**config.mk**
```make
export PLATFORM = sky130hd
export DESIGN_NAME = prog_loader
export DESIGN_NICKNAME = d
export VERILOG_FILES = /design/src/rtl/prog_loader.sv
export SDC_FILE = /design/constraint.sdc
export NUM_CORES = 1
export LEC_CHECK = 0
export ABC_AREA = 1
export BUFFER_PORTS_ARGS = -buffer_cell sky130_fd_sc_hd__buf_2
export CORE_MARGIN = 2
export CORE_UTILIZATION = 42
export CTS_CLUSTER_SIZE = 30
export DETAILED_ROUTE_END_ITERATION = 8
export SYNTH_ARGS = -nofsm -noshare
export SYNTH_HDL_FRONTEND = slang
export SYNTH_SLANG_ARGS = --single-unit
```
**constraint.sdc**
```tcl
create_clock -name clk -period 6.6 [get_ports clk]
set_clock_uncertainty 0.05 [all_clocks]
set_input_delay 0.99 -clock clk [delete_from_list [all_inputs] [get_ports clk]]
set_output_delay 0.99 -clock clk [all_outputs]
set_load 0.01 [all_outputs]
```
**src/rtl/prog_loader.sv**
```systemverilog
// Framed byte-stream loader that assembles big-endian words into instruction memory.
// Optional trailing checksum byte and error state: define LOADER_CKSUM_EN.
module prog_loader #(
  parameter int         WIDTH    = 32,
  parameter int         ADDRSIZE = 12,
  parameter logic [7:0] SYNC     = 8'hA5
) (
  input  logic                clk,
  input  logic                reset,
  input  logic                in_valid,
  input  logic [7:0]          in_data,
  output logic                in_ready,
  output logic                mem_we,
  output logic [ADDRSIZE-1:0] mem_addr,
  output logic [WIDTH-1:0]    mem_wdata,
  output logic                busy,
  output logic                done,
  output logic                err,
  output logic                cpu_hold
);

  typedef enum logic [3:0] {
    IDLE, AH, AL, CH, CL, DATA, WR, CKSUM, ERR
  } state_t;

  state_t state, nxt;

  logic [7:0]          ahi;
  logic [15:0]         cnt;
  logic [ADDRSIZE-1:0] ptr;
  logic [WIDTH-1:0]    word;
  logic [1:0]          bidx;
  logic                done_q;
  logic                hold_q;

  logic        xfer;
  logic        is_sync;
  logic        cnt_zero;
  logic        last_wr;
  logic [15:0] a16;

  assign xfer     = in_valid & in_ready;
  assign is_sync  = (in_data == SYNC);
  assign cnt_zero = ({cnt[15:8], in_data} == 16'd0);
  assign last_wr  = (cnt == 16'd1);
  assign a16      = {ahi, in_data};

`ifdef LOADER_CKSUM_EN
  localparam state_t END_ST = CKSUM;
  logic [7:0] cksum;
  logic       err_q;
  logic       ck_ok;

  assign ck_ok = (in_data == cksum);

  // Running XOR of every header and data byte after SYNC.
  always_ff @(posedge clk or posedge reset) begin
    if (reset) begin
      cksum <= 8'h00;
      err_q <= 1'b0;
    end else if (xfer) begin
      if ((state == IDLE || state == ERR) && is_sync) begin
        cksum <= 8'h00;
        err_q <= 1'b0;
      end else if (state inside {AH, AL, CH, CL, DATA}) begin
        cksum <= cksum ^ in_data;
      end else if (state == CKSUM && !ck_ok) begin
        err_q <= 1'b1;
      end
    end
  end
`else
  localparam state_t END_ST = IDLE;
`endif

  always_ff @(posedge clk or posedge reset) begin
    if (reset) state <= IDLE;
    else       state <= nxt;
  end

  always_comb begin
    nxt = state;
    unique case (state)
      IDLE, ERR: if (xfer && is_sync) nxt = AH;
      AH:        if (xfer) nxt = AL;
      AL:        if (xfer) nxt = CH;
      CH:        if (xfer) nxt = CL;
      CL:        if (xfer) nxt = cnt_zero ? END_ST : DATA;
      DATA:      if (xfer && bidx == 2'd3) nxt = WR;
      WR:        nxt = last_wr ? END_ST : DATA;
`ifdef LOADER_CKSUM_EN
      CKSUM:     if (xfer) nxt = ck_ok ? IDLE : ERR;
`endif
      default:   nxt = IDLE;
    endcase
  end

  always_comb begin
    in_ready  = (state != WR);
    mem_we    = (state == WR);
    busy      = (state != IDLE) && (state != ERR);
    mem_addr  = ptr;
    mem_wdata = word;
    done      = done_q;
    cpu_hold  = hold_q;
`ifdef LOADER_CKSUM_EN
    err       = err_q;
`else
    err       = 1'b0;
`endif
  end

  always_ff @(posedge clk or posedge reset) begin
    if (reset) begin
      ahi    <= 8'h00;
      cnt    <= 16'h0000;
      ptr    <= '0;
      word   <= '0;
      bidx   <= 2'd0;
      done_q <= 1'b0;
      hold_q <= 1'b1;
    end else begin
      done_q <= 1'b0;
      if (state == WR) begin
        ptr <= ptr + 1'b1;
        cnt <= cnt - 16'd1;
`ifndef LOADER_CKSUM_EN
        if (last_wr) begin
          done_q <= 1'b1;
          hold_q <= 1'b0;
        end
`endif
      end else if (xfer) begin
        unique case (state)
          IDLE, ERR: if (is_sync) hold_q <= 1'b1;
          AH:        ahi <= in_data;
          AL:        ptr <= a16[ADDRSIZE-1:0];
          CH:        cnt[15:8] <= in_data;
          CL: begin
            cnt[7:0] <= in_data;
`ifndef LOADER_CKSUM_EN
            if (cnt_zero) begin
              done_q <= 1'b1;
              hold_q <= 1'b0;
            end
`endif
          end
          DATA: begin
            word <= {word[WIDTH-9:0], in_data};
            bidx <= bidx + 2'd1;
          end
`ifdef LOADER_CKSUM_EN
          CKSUM: if (ck_ok) begin
            done_q <= 1'b1;
            hold_q <= 1'b0;
          end
`endif
          default: ;
        endcase
      end
    end
  end

endmodule

```
* Yosys cells after proc, flatten, opt, wreduce, memory -nomap -nowiden *
Cells that the tools add are included.

operators by class
  add/subtract/negate cells = 3
  equal/unequal tests = 21
  mux-type cells = 27
  bitwise gates (word level) = 2
  reduce and logical (&&, ||, !) cells = 19

operators by type and width
  cell                   number
  $mux 12                3
  $mux 16                2
  $pmux 4 s7             1
  $mux 4                 6
  $eq 16x1->1 const B    1
  $logic_not 16->1       1
  $mux 8                 2
  $sub 16x1->16 const B  1
  $add 12x1->12 const B  1
  $eq 4x3->1 const B     3
  $ne 2x2->1 const B     6
  $mux 1                 10
  $eq 4x2->1 const B     2
  $eq 8x8->1 const B     1
  $reduce_bool 2->1      4
  $mux 3                 2
  $ne 3x3->1 const B     2
  $reduce_and 2->1       3
  $reduce_and 3->1       2
  $reduce_and 6->1       1
  $reduce_and 5->1       1
  $eq 4x1->1 const B     1
  $eq 4x4->1 const B     1
  $logic_not 4->1        1
  other kinds (12)       14

word-level totals
  flip-flop bits (word level) = 72
  bits of input ports = 11
  output and inout bits = 50

* Depth between registers and ports, before layout *
  depth after elaboration = 5
  mapped depth = 9
  gate-level depth less buffers = 9

* Least setup slack after synthesis *
OpenSTA, ideal clock, no wires.

  kind = reg2out
  start point = register state[0]
  end point = output port mem_we
  arrival time = 1046 ps
  required time = 5560 ps
  setup slack = 4514 ps
  cell stages (with the launch flop) = 5
  buffers on the path = 1
  cells stage by stage = dfrtp_1 > inv_4 > nand3_2 > inv_2 > buf_2

between the ends
  word-level cells in the longest chain between the ends = 1

RTL lines
  what                      line  source
  start: declaration        26    state_t state, nxt;
  start signal: assignment  78    else state <= nxt;
  $eq 4x3->1                100   mem_we = (state == WR);
  end: declaration          13    output logic mem_we,

No other way between the ends.

* Final worst setup path *
  start point = register state[1]
  end point = output port mem_we

Same word-level chain as after synthesis.

==> impl_metrics.toml <==
[run_status]
status = "completed"

[timing]
hold_violations = 0
finalCritPeriodShare = 0.518
slew-limit-headroom = 0.390
setup_viol = 0
rsz0062_at_grt = "no"
finalSetupTns_ps = 0
worst_slew_pin_slew_ps = 915
min_period_ps = 3420
max_freq_mhz = 293
drv_slew = 0

[power]
vdd_drop_max_mv = 0.159
p_leak_nw = 2.22
pwr-share-clk = 0.211
p_int_w = 0.00113
p_per_area_mw_per_mm2 = 447
p_switching_w = 0.000779
comb_power_share = 0.371
seq_power_share = 0.418
p_sw_frac = 0.408

[floorplan]
start_util = 0.429
die_width_um = 97.9
ios = 61
die_area_sq_mm = 0.00958
coreArea_sq_mm = 0.00864
die_h_um = 97.9
rows = 34

[synth]
ys_warn_count = 0
yosysMostFrequentCell = "nand2_1"
netlist_area_sq_mm = 0.00370
ys_seq_area_frac = 0.480
synth_ff_type = "dfrtp_1"
synthArstFlopShare = 1.00
synth_top_cell_area_share = 0.473
ys_top_cells_by_area = "dfrtp_1 (47%), nand2_1 (12%), nor2_1 (7.0%)"
syn-num-nets = 488
synth_top_area_cell = "dfrtp_1"
avgSynthCellArea_sq_um = 7.82
synthTopCellsByCount = "nand2_1 (122), dfrtp_1 (70), nor2_1 (69), inv_1 (52), o21ai_0 (44)"
synth_cell_types = 37
syn_inst = 473
synth_edf_count = 0
yosys_register_bits = 71

[worst_setup_path]
crit_type = "flip-flop to output pin"
required_ps = 5560
reg2reg_to = "cnt[14]"
cp-end-kind = "output pin"
critPathMaxFanout = 28
worst-endpoint-arrival_ps = 2380
r2r.worst_path.cells = 5
rrSetupSlack_ps = 4170
cp-start-kind = "flip-flop"
reg2reg_from = "state[1]"

[clock_network]
htree_num_levels = 3
postCtsHoldBufs = 0
cts_tree = "built"
cts_resized = 0
clockRootBuffer = "clkbuf_8"
cts_max_path_buffers = 2
post_cts_buffers = 0
clock_latency_ps = 360
numCtsBuffers = 9
cts_sinks = 71
path_clk_slew_ps = 80

[global_route]
grt_max_degree = 72
antenna_found_initial = 0
grtUsageTotal = 0.186
grt_pass1_wl_mm = 14.3
overflow = 0
grt_pass1_vias = 2846

[routing]
wl_mm = 8.58
vias_per_cell = 4.98
ant_nets = 0
dr_total_vias = 3200
first_iter_violations = 229
avgRoutedWirePerCell_um = 13.4
drt_pass1_iterations = 5
route.detailed.drc = 0

[final_layout]
nFillCells = 838
fin_nets = 544
drive_gt1_frac = 0.180
post-route-util = 0.494
n_antenna_cell = 0
syn2layout_area_growth_pct = 15.3

[hold_path]
holdPathEnd = "cpu_hold"
worstHoldPathType = "flip-flop to flip-flop"
whs_path_depth = 2
holdCritStartpoint = "cpu_hold"

[placed_design]
portBuffers = 59
dp_hpwl_mm = 5.95
place.gp.congestion = 0.846

[run]
maxCapViolCount = 0
power by group through the flow:
stage / Combinational, W / Clock [W] / Sequential, W
floorplan: 0.000453 / 0 / 0.000822
global placement: 0.000701 / 0 / 0.000800
detailed placement: 0.000713 / 0 / 0.000804
CTS: 0.000715 / 0.000412 / 0.000798
global route: 0.000807 / 0.000434 / 0.000829
finish: 0.000708 / 0.000404 / 0.000797
placed cells by master, fill, tap and decap left out, types with 4 or more instances in the layout:
| master | count |
|---|---|
| nand2_1 | 122 |
| buf_2 | 59 |
| clkbuf_8 | 9 |
| a31oi_1 | 7 |
| nor3_1 | 5 |
| mux2_4 | 6 |
| dfrtp_1 | 70 |
| nand3_1 | 19 |
| nor2_1 | 69 |
| a21oi_1 | 21 |
| inv_1 | 51 |
| o211ai_1 | 5 |
| inv_2 | 4 |
| nand4_1 | 5 |
| ha_1 | 4 |
| o21ai_0 | 44 |
area by class of cell:
| class | instances | area, sq um | area share |
|---|---|---|---|
| sequential | 71 | 1780 | 0.417 |
| multi-input combinational | 330 | 1600 | 0.376 |
| timing repair buffer | 61 | 310 | 0.0727 |
| inverter | 56 | 213 | 0.0499 |
| tap | 108 | 135 | 0.0317 |
| clock buffer | 9 | 124 | 0.0290 |
| clock inverter | 7 | 103 | 0.0240 |
worst max-delay path, cell delays in order (launching register included):
cell and delay (ps):
dfrtp_1 590, nand3_2 580, inv_2 620, buf_2 230
registers in the layout (all words and copies together) (netlist names):
| register | flops |
|---|---|
| mem_addr | 12 |
| cpu_hold | 1 |
| ahi | 4 |
| done | 1 |
| bidx | 2 |
| mem_wdata | 32 |
| cnt | 16 |
| state | 3 |
cell families after synthesis:
kind of cell	count (synthesis)	share of synthesized area
AO/OA/AOI/OAI	88	0.131
XOR/XNOR	4	0.00947
adder cells (fa/ha/maj)	4	0.0135
buffers and inverters	72	0.0862
flip-flops	71	0.480
multiplexers	7	0.0274
other	1	0.00101
AND/OR/NAND/NOR	226	0.251
layer usage:
layer,GRT usage,wire [um]
met1,0.263,4100
met2,0.280,4010
met3,0.0480,453
met4,0.0577,20
met5,0,0
stage by stage:
| stage | hold slack [ps] | std cells | instance area [sq um] | power (W) | setup slack (ps) |
|---|---|---|---|---|---|
| after floorplan | 398 | 473 | 3700 | 0.00128 | 3770 |
| after global placement | 405 | 626 | 4040 | 0.00150 | 3620 |
| after detailed placement | 408 | 626 | 4040 | 0.00152 | 3600 |
| after CTS | 422 | 642 | 4270 | 0.00193 | 3180 |
| after global routing | 434 | 642 | 4270 | 0.00207 | 3010 |
| final | 419 | 642 | 4270 | 0.00191 | 3180 |
how the worst max path moves through the flow:
stage | start | to | slack [ps] | cells after the start
after floorplan | reset | ahi[0] | 3770 | 1
after global placement | state[1] | mem_we | 3620 | 3
after detailed placement | state[1] | mem_we | 3600 | 3
after CTS | state[1] | mem_we | 3180 | 3
after global routing | state[1] | mem_we | 3010 | 3
final | state[1] | mem_we | 3180 | 3
Power figures use the tool's default switching activity.
